<file path="config.mk">
export PLATFORM = sky130hd
export DESIGN_NAME = country_road_controller
export DESIGN_NICKNAME = d
export VERILOG_FILES = /design/src/rtl/country_road_controller.sv
export SDC_FILE = /design/constraint.sdc
export NUM_CORES = 1
export LEC_CHECK = 0
export ABC_AREA = 1
export BUFFER_PORTS_ARGS = -buffer_cell sky130_fd_sc_hd__buf_2
export CAP_MARGIN = 15
export CORE_ASPECT_RATIO = 0.75
export CORE_MARGIN = 5
export CORE_UTILIZATION = 50
export DETAILED_ROUTE_END_ITERATION = 8
export MAX_ROUTING_LAYER = met4
export PLACE_DENSITY_LB_ADDON = 0.08
export SYNTH_ARGS = -nofsm -noshare
export SYNTH_HDL_FRONTEND = slang
export SYNTH_SLANG_ARGS = --single-unit
</file>
<file path="constraint.sdc">
create_clock -name clk -period 3.6 [get_ports clk]
set_input_delay 1.08 -clock clk [delete_from_list [all_inputs] [get_ports clk]]
set_output_delay 1.08 -clock clk [all_outputs]
set_load 0.01 [all_outputs]
</file>
<file path="src/rtl/country_road_controller.sv">
// country_road_controller
//   Country-road side of a highway/country-road junction. When the highway
//   controller grants the road (CR_Ena sampled high while idle) the country
//   lamp runs green -> yellow -> all-red clearance, then right-of-way is
//   handed back with a one-cycle HW_Ena pulse.
//
//   Green lasts at least GREEN_MIN and at most GREEN_MAX cycles. Between
//   those bounds it is held for as long as sensor reports a waiting vehicle.
//
// Ports
//   clk     in   system clock, rising edge
//   rst     in   asynchronous reset, active high
//   CR_Ena  in   grant from highway controller (honoured only in IDLE)
//   sensor  in   country-road vehicle present
//   CR_LED  out  [2:0] lamp {green,yellow,red}, registered
//   HW_Ena  out  one-cycle hand-back pulse, registered
//   busy    out  high in every state except IDLE, registered
module country_road_controller #(
  parameter int GREEN_MIN = 4,
  parameter int GREEN_MAX = 10,
  parameter int YELLOW_T  = 2,
  parameter int CLEAR_T   = 1,
  parameter int CNT_W     = 8
) (
  input  logic       clk,
  input  logic       rst,
  input  logic       CR_Ena,
  input  logic       sensor,
  output logic [2:0] CR_LED,
  output logic       HW_Ena,
  output logic       busy
);

  typedef enum logic [1:0] {IDLE, GREEN, YELLOW, CLEAR} state_t;

  localparam logic [2:0] LED_G = 3'b100;
  localparam logic [2:0] LED_Y = 3'b010;
  localparam logic [2:0] LED_R = 3'b001;

  localparam logic [CNT_W-1:0] G_LOAD = CNT_W'(GREEN_MAX - 1);
  localparam logic [CNT_W-1:0] Y_LOAD = CNT_W'(YELLOW_T - 1);
  localparam logic [CNT_W-1:0] C_LOAD = CNT_W'(CLEAR_T - 1);
  // The green timer counts down from GREEN_MAX-1, so the green cycle index
  // is k = GREEN_MAX - timer. k >= GREEN_MIN is therefore timer <= G_EXT.
  localparam logic [CNT_W-1:0] G_EXT  = CNT_W'(GREEN_MAX - GREEN_MIN);

  state_t           state;
  logic [CNT_W-1:0] timer;

  // Outputs are registered together with the state they belong to, so
  // every output changes on the same edge as the state and never depends
  // combinationally on an input.
  always_ff @(posedge clk or posedge rst) begin
    if (rst) begin
      state  <= IDLE;
      timer  <= '0;
      CR_LED <= LED_R;
      HW_Ena <= 1'b0;
      busy   <= 1'b0;
    end else begin
      HW_Ena <= 1'b0;
      case (state)
        IDLE: begin
          // Also taken on the HW_Ena cycle: back-to-back grants are legal.
          if (CR_Ena) begin
            state  <= GREEN;
            timer  <= G_LOAD;
            CR_LED <= LED_G;
            busy   <= 1'b1;
          end
        end
        GREEN: begin
          // timer==0 is k==GREEN_MAX: leave regardless of sensor.
          if (timer == '0 || (timer <= G_EXT && !sensor)) begin
            state  <= YELLOW;
            timer  <= Y_LOAD;
            CR_LED <= LED_Y;
          end else begin
            timer <= timer - 1'b1;
          end
        end
        YELLOW: begin
          if (timer == '0) begin
            state  <= CLEAR;
            timer  <= C_LOAD;
            CR_LED <= LED_R;
          end else begin
            timer <= timer - 1'b1;
          end
        end
        CLEAR: begin
          if (timer == '0) begin
            state  <= IDLE;
            HW_Ena <= 1'b1;
            busy   <= 1'b0;
          end else begin
            timer <= timer - 1'b1;
          end
        end
        default: begin
          state  <= IDLE;
          timer  <= '0;
          CR_LED <= LED_R;
          busy   <= 1'b0;
        end
      endcase
    end
  end

endmodule

</file>
==> metrics <==
ANT cells=0; vias in the first global route=705; Crit. End Element=output port; Die X=a little over 60 um; Die Ht=around 48 um; worst setup path endpoint=CR_LED[0]; CP max-delay cell=dfstp_2; crit path launch=CR_LED[0]; Largest stage delay, worst path=approximately 0.54 ns; first-pass GRT wire length=between 3000 and 4000 um; CP top delay family=flip-flops; fin cells=159; drt first-iter violations=24; FF+latch area=between 300 and 400 um^2; antenna violations before repair=0; core footprint=approximately 1800 um^2; TritonRoute pass-1 iters=4; Clock Tree Buf Depth=2; RePlAce Congestion=between 0.9 and 1; clock root cell=clkbuf_4; Pleak=0.578 nW; WP data arrival=between 0.9 and 1 ns; clk_lat worst skew=between 0.2 and 0.3 ns; clk slew on worst S/H paths=~0.09 ns; starting density of the core=54.6%; Place WS=about 1.6 ns; Avg Synthesized Cell Area=7.82 um^2; Final Skew=around 0.0043 ns; Crit. path cell count=1; area grow syn2layout=9.60%; Gate Count Post-Synth=between 100 and 150; Seq/Total Area, Yosys=roughly two fifths; worst relative slew slack=a little over three fifths; R2R Path End=timer[6]; #FFs+latches synth=15; Multi-input gate area=slightly above 500 um^2; Fmax=approximately 490 MHz; final WL=1870 um; vias post-DR=roughly 800; # DRC=0; Worst R2R Setup Slack=between 1.5 and 2 ns; Yosys warnings=0; overall power=around 1.1 mW; power per standard cell area=1000 nW/um^2; Hold Startpoint=CR_LED[0]; Synth cell types=22; Post-Synthesis Net Count=roughly 140; GR Overflow Total=0; # Post-CTS Setup Buffers=0; vias per inst=about 5.1; gr usage total=between 10% and 20%; post-CTS sizing=0; Fillers=around 170; RSZ-0062 raised after global routing=false; synthesized cell area=around 980 um^2; hold_ws=just under 0.5 ns; CTS tree=built; Slew @ Worst Pin=between 0.5 and 0.6 ns; # setup viols final=0; largest net degree at the start of global routing=16; Nets=150; startpoint types=flop; die area=approximately 3000 um^2; reg2reg path depth=9; Worst R2R Start=timer[0]; slack of the critical path=roughly 1.6 ns; Top-Level Pins=9; placed cells=155; hold-fix buffers at CTS=0; Row Count=13; Hold Path Class=reg2reg; worst path bufs/invs=1; crit path cell chain=buf_2; Critical Path RT=roughly 2.5 ns; Worst VDD drop=roughly 0.0005 V; Fin. Hold Viols=0; share of layout cells above drive strength 1=roughly 18%; number of CTS-inserted buffers=3; final worst path period need=2.04 ns; Max-cap violations=0; Sum Neg Setup Slack=0 ns; Final ANT Viol Nets=0; run status=complete, no violations; H-tree Lvls=1; CTS Sinks=15; DR WL/cell=roughly 12 um; Final HPWL DP=around 1500 um; worst-path fanout max=2; worst setup path class=reg2out; final number of max-transition violations=0; period utilisation layout=between 50 and 60%; port buffer count=8
==> synthesized netlist by cell type (all sizes together) <==
| cell | instances | area share [%] |
|---|---|---|
| o22ai | 1 | 0.64 |
| a21oi | 5 | 3.7 |
| nand3 | 9 | 5.6 |
| inv | 24 | 9.5 |
| nor4 | 1 | 0.64 |
| nor2 | 21 | 10 |
| o21ai | 8 | 4.1 |
| xor2 | 2 | 1.8 |
| nand4 | 3 | 1.9 |
| nand2 | 27 | 13 |
| nor3 | 1 | 0.51 |
| ha | 8 | 10 |
| dfstp | 1 | 2.7 |
| dfrtp | 14 | 36 |
==> worst min path at each step <==
stage / to / slack [ns] / cells after the start
after floorplan: CR_LED[0] / 0.48 / 2
after global routing: CR_LED[0] / 0.50 / 2
after CTS: CR_LED[0] / 0.49 / 2
after global placement: CR_LED[0] / 0.46 / 2
after detailed placement: CR_LED[0] / 0.47 / 2
final: CR_LED[0] / 0.48 / 2
==> layer usage <==
metal / track usage [%] / vias to the layer above / share of wire (%)
met5: - / - / 0
met4: 9.09 / 0 / 2.4
met3: 4.76 / 4 / 6.4
met2: 22.4 / 20 / 41
met1: 22.3 / 367 / 50
li1: - / 416 / -
==> worst register-to-register path: cells and delay by family (launching register included) <==
| kind | cells | cell delay, ns |
|---|---|---|
| AO/OA/AOI/OAI | 1 | 0.22 |
| adder cells (fa/ha/maj) | 1 | 0.19 |
| buffers and inverters | 2 | 0.21 |
| flip-flops | 1 | 0.41 |
| AND/OR/NAND/NOR | 5 | 0.48 |
==> logic make-up (layout without fill, tap and decap cells) <==
kind of cell,Yosys count,count (layout),share of synthesized area [%]
adders and majority gates,8,8,10.2
and+or+nand+nor,62,62,31.5
xor gates and xnor gates,2,2,1.79
buffers and inverters,24,36,9.48
DFF,15,15,38.5
AOI/OAI and AO/OA,14,14,8.45
==> state kept, by name, summed over array words and instances (netlist names) <==
signal  cells
timer       8
state       2
HW_Ena      1
busy        1
CR_LED      3
==> where the power goes <==
| group | internal, mW | leakage [nW] | total (mW) | switching [mW] |
|---|---|---|---|---|
| combinational | 0.234 | 0.373 | 0.654 | 0.420 |
| sequential | 0.249 | 0.190 | 0.320 | 0.0714 |
| clock | 0.0432 | 0.0150 | 0.0989 | 0.0557 |
==> per-stage QoR <==
step,util (%),instance area [um^2]
6_report,59.9,1070
5_1_grt,59.9,1070
4_1_cts,59.9,1070
3_5_place_dp,58.4,1040
3_3_place_gp,58.4,1040
2_1_floorplan,-,977
==> cell type report <==
class	count	area share, %
clock buffers	4	2.45
inverters	24	8.64
well taps	22	2.57
flip-flops and latches	15	35.2
multi-input cells	86	47.4
repair buffers	8	3.74
==> layout by cell type (no fill, tap or decap), types with 4 or more instances in the layout <==
cell	netlist	layout
inv_1	23	23
o21ai_0	5	5
dfrtp_1	14	14
nand2_1	22	22
a21oi_1	4	4
ha_1	8	8
buf_2	0	8
nor2_1	17	17
nand3_1	7	7
Power figures use the tool's default switching activity.
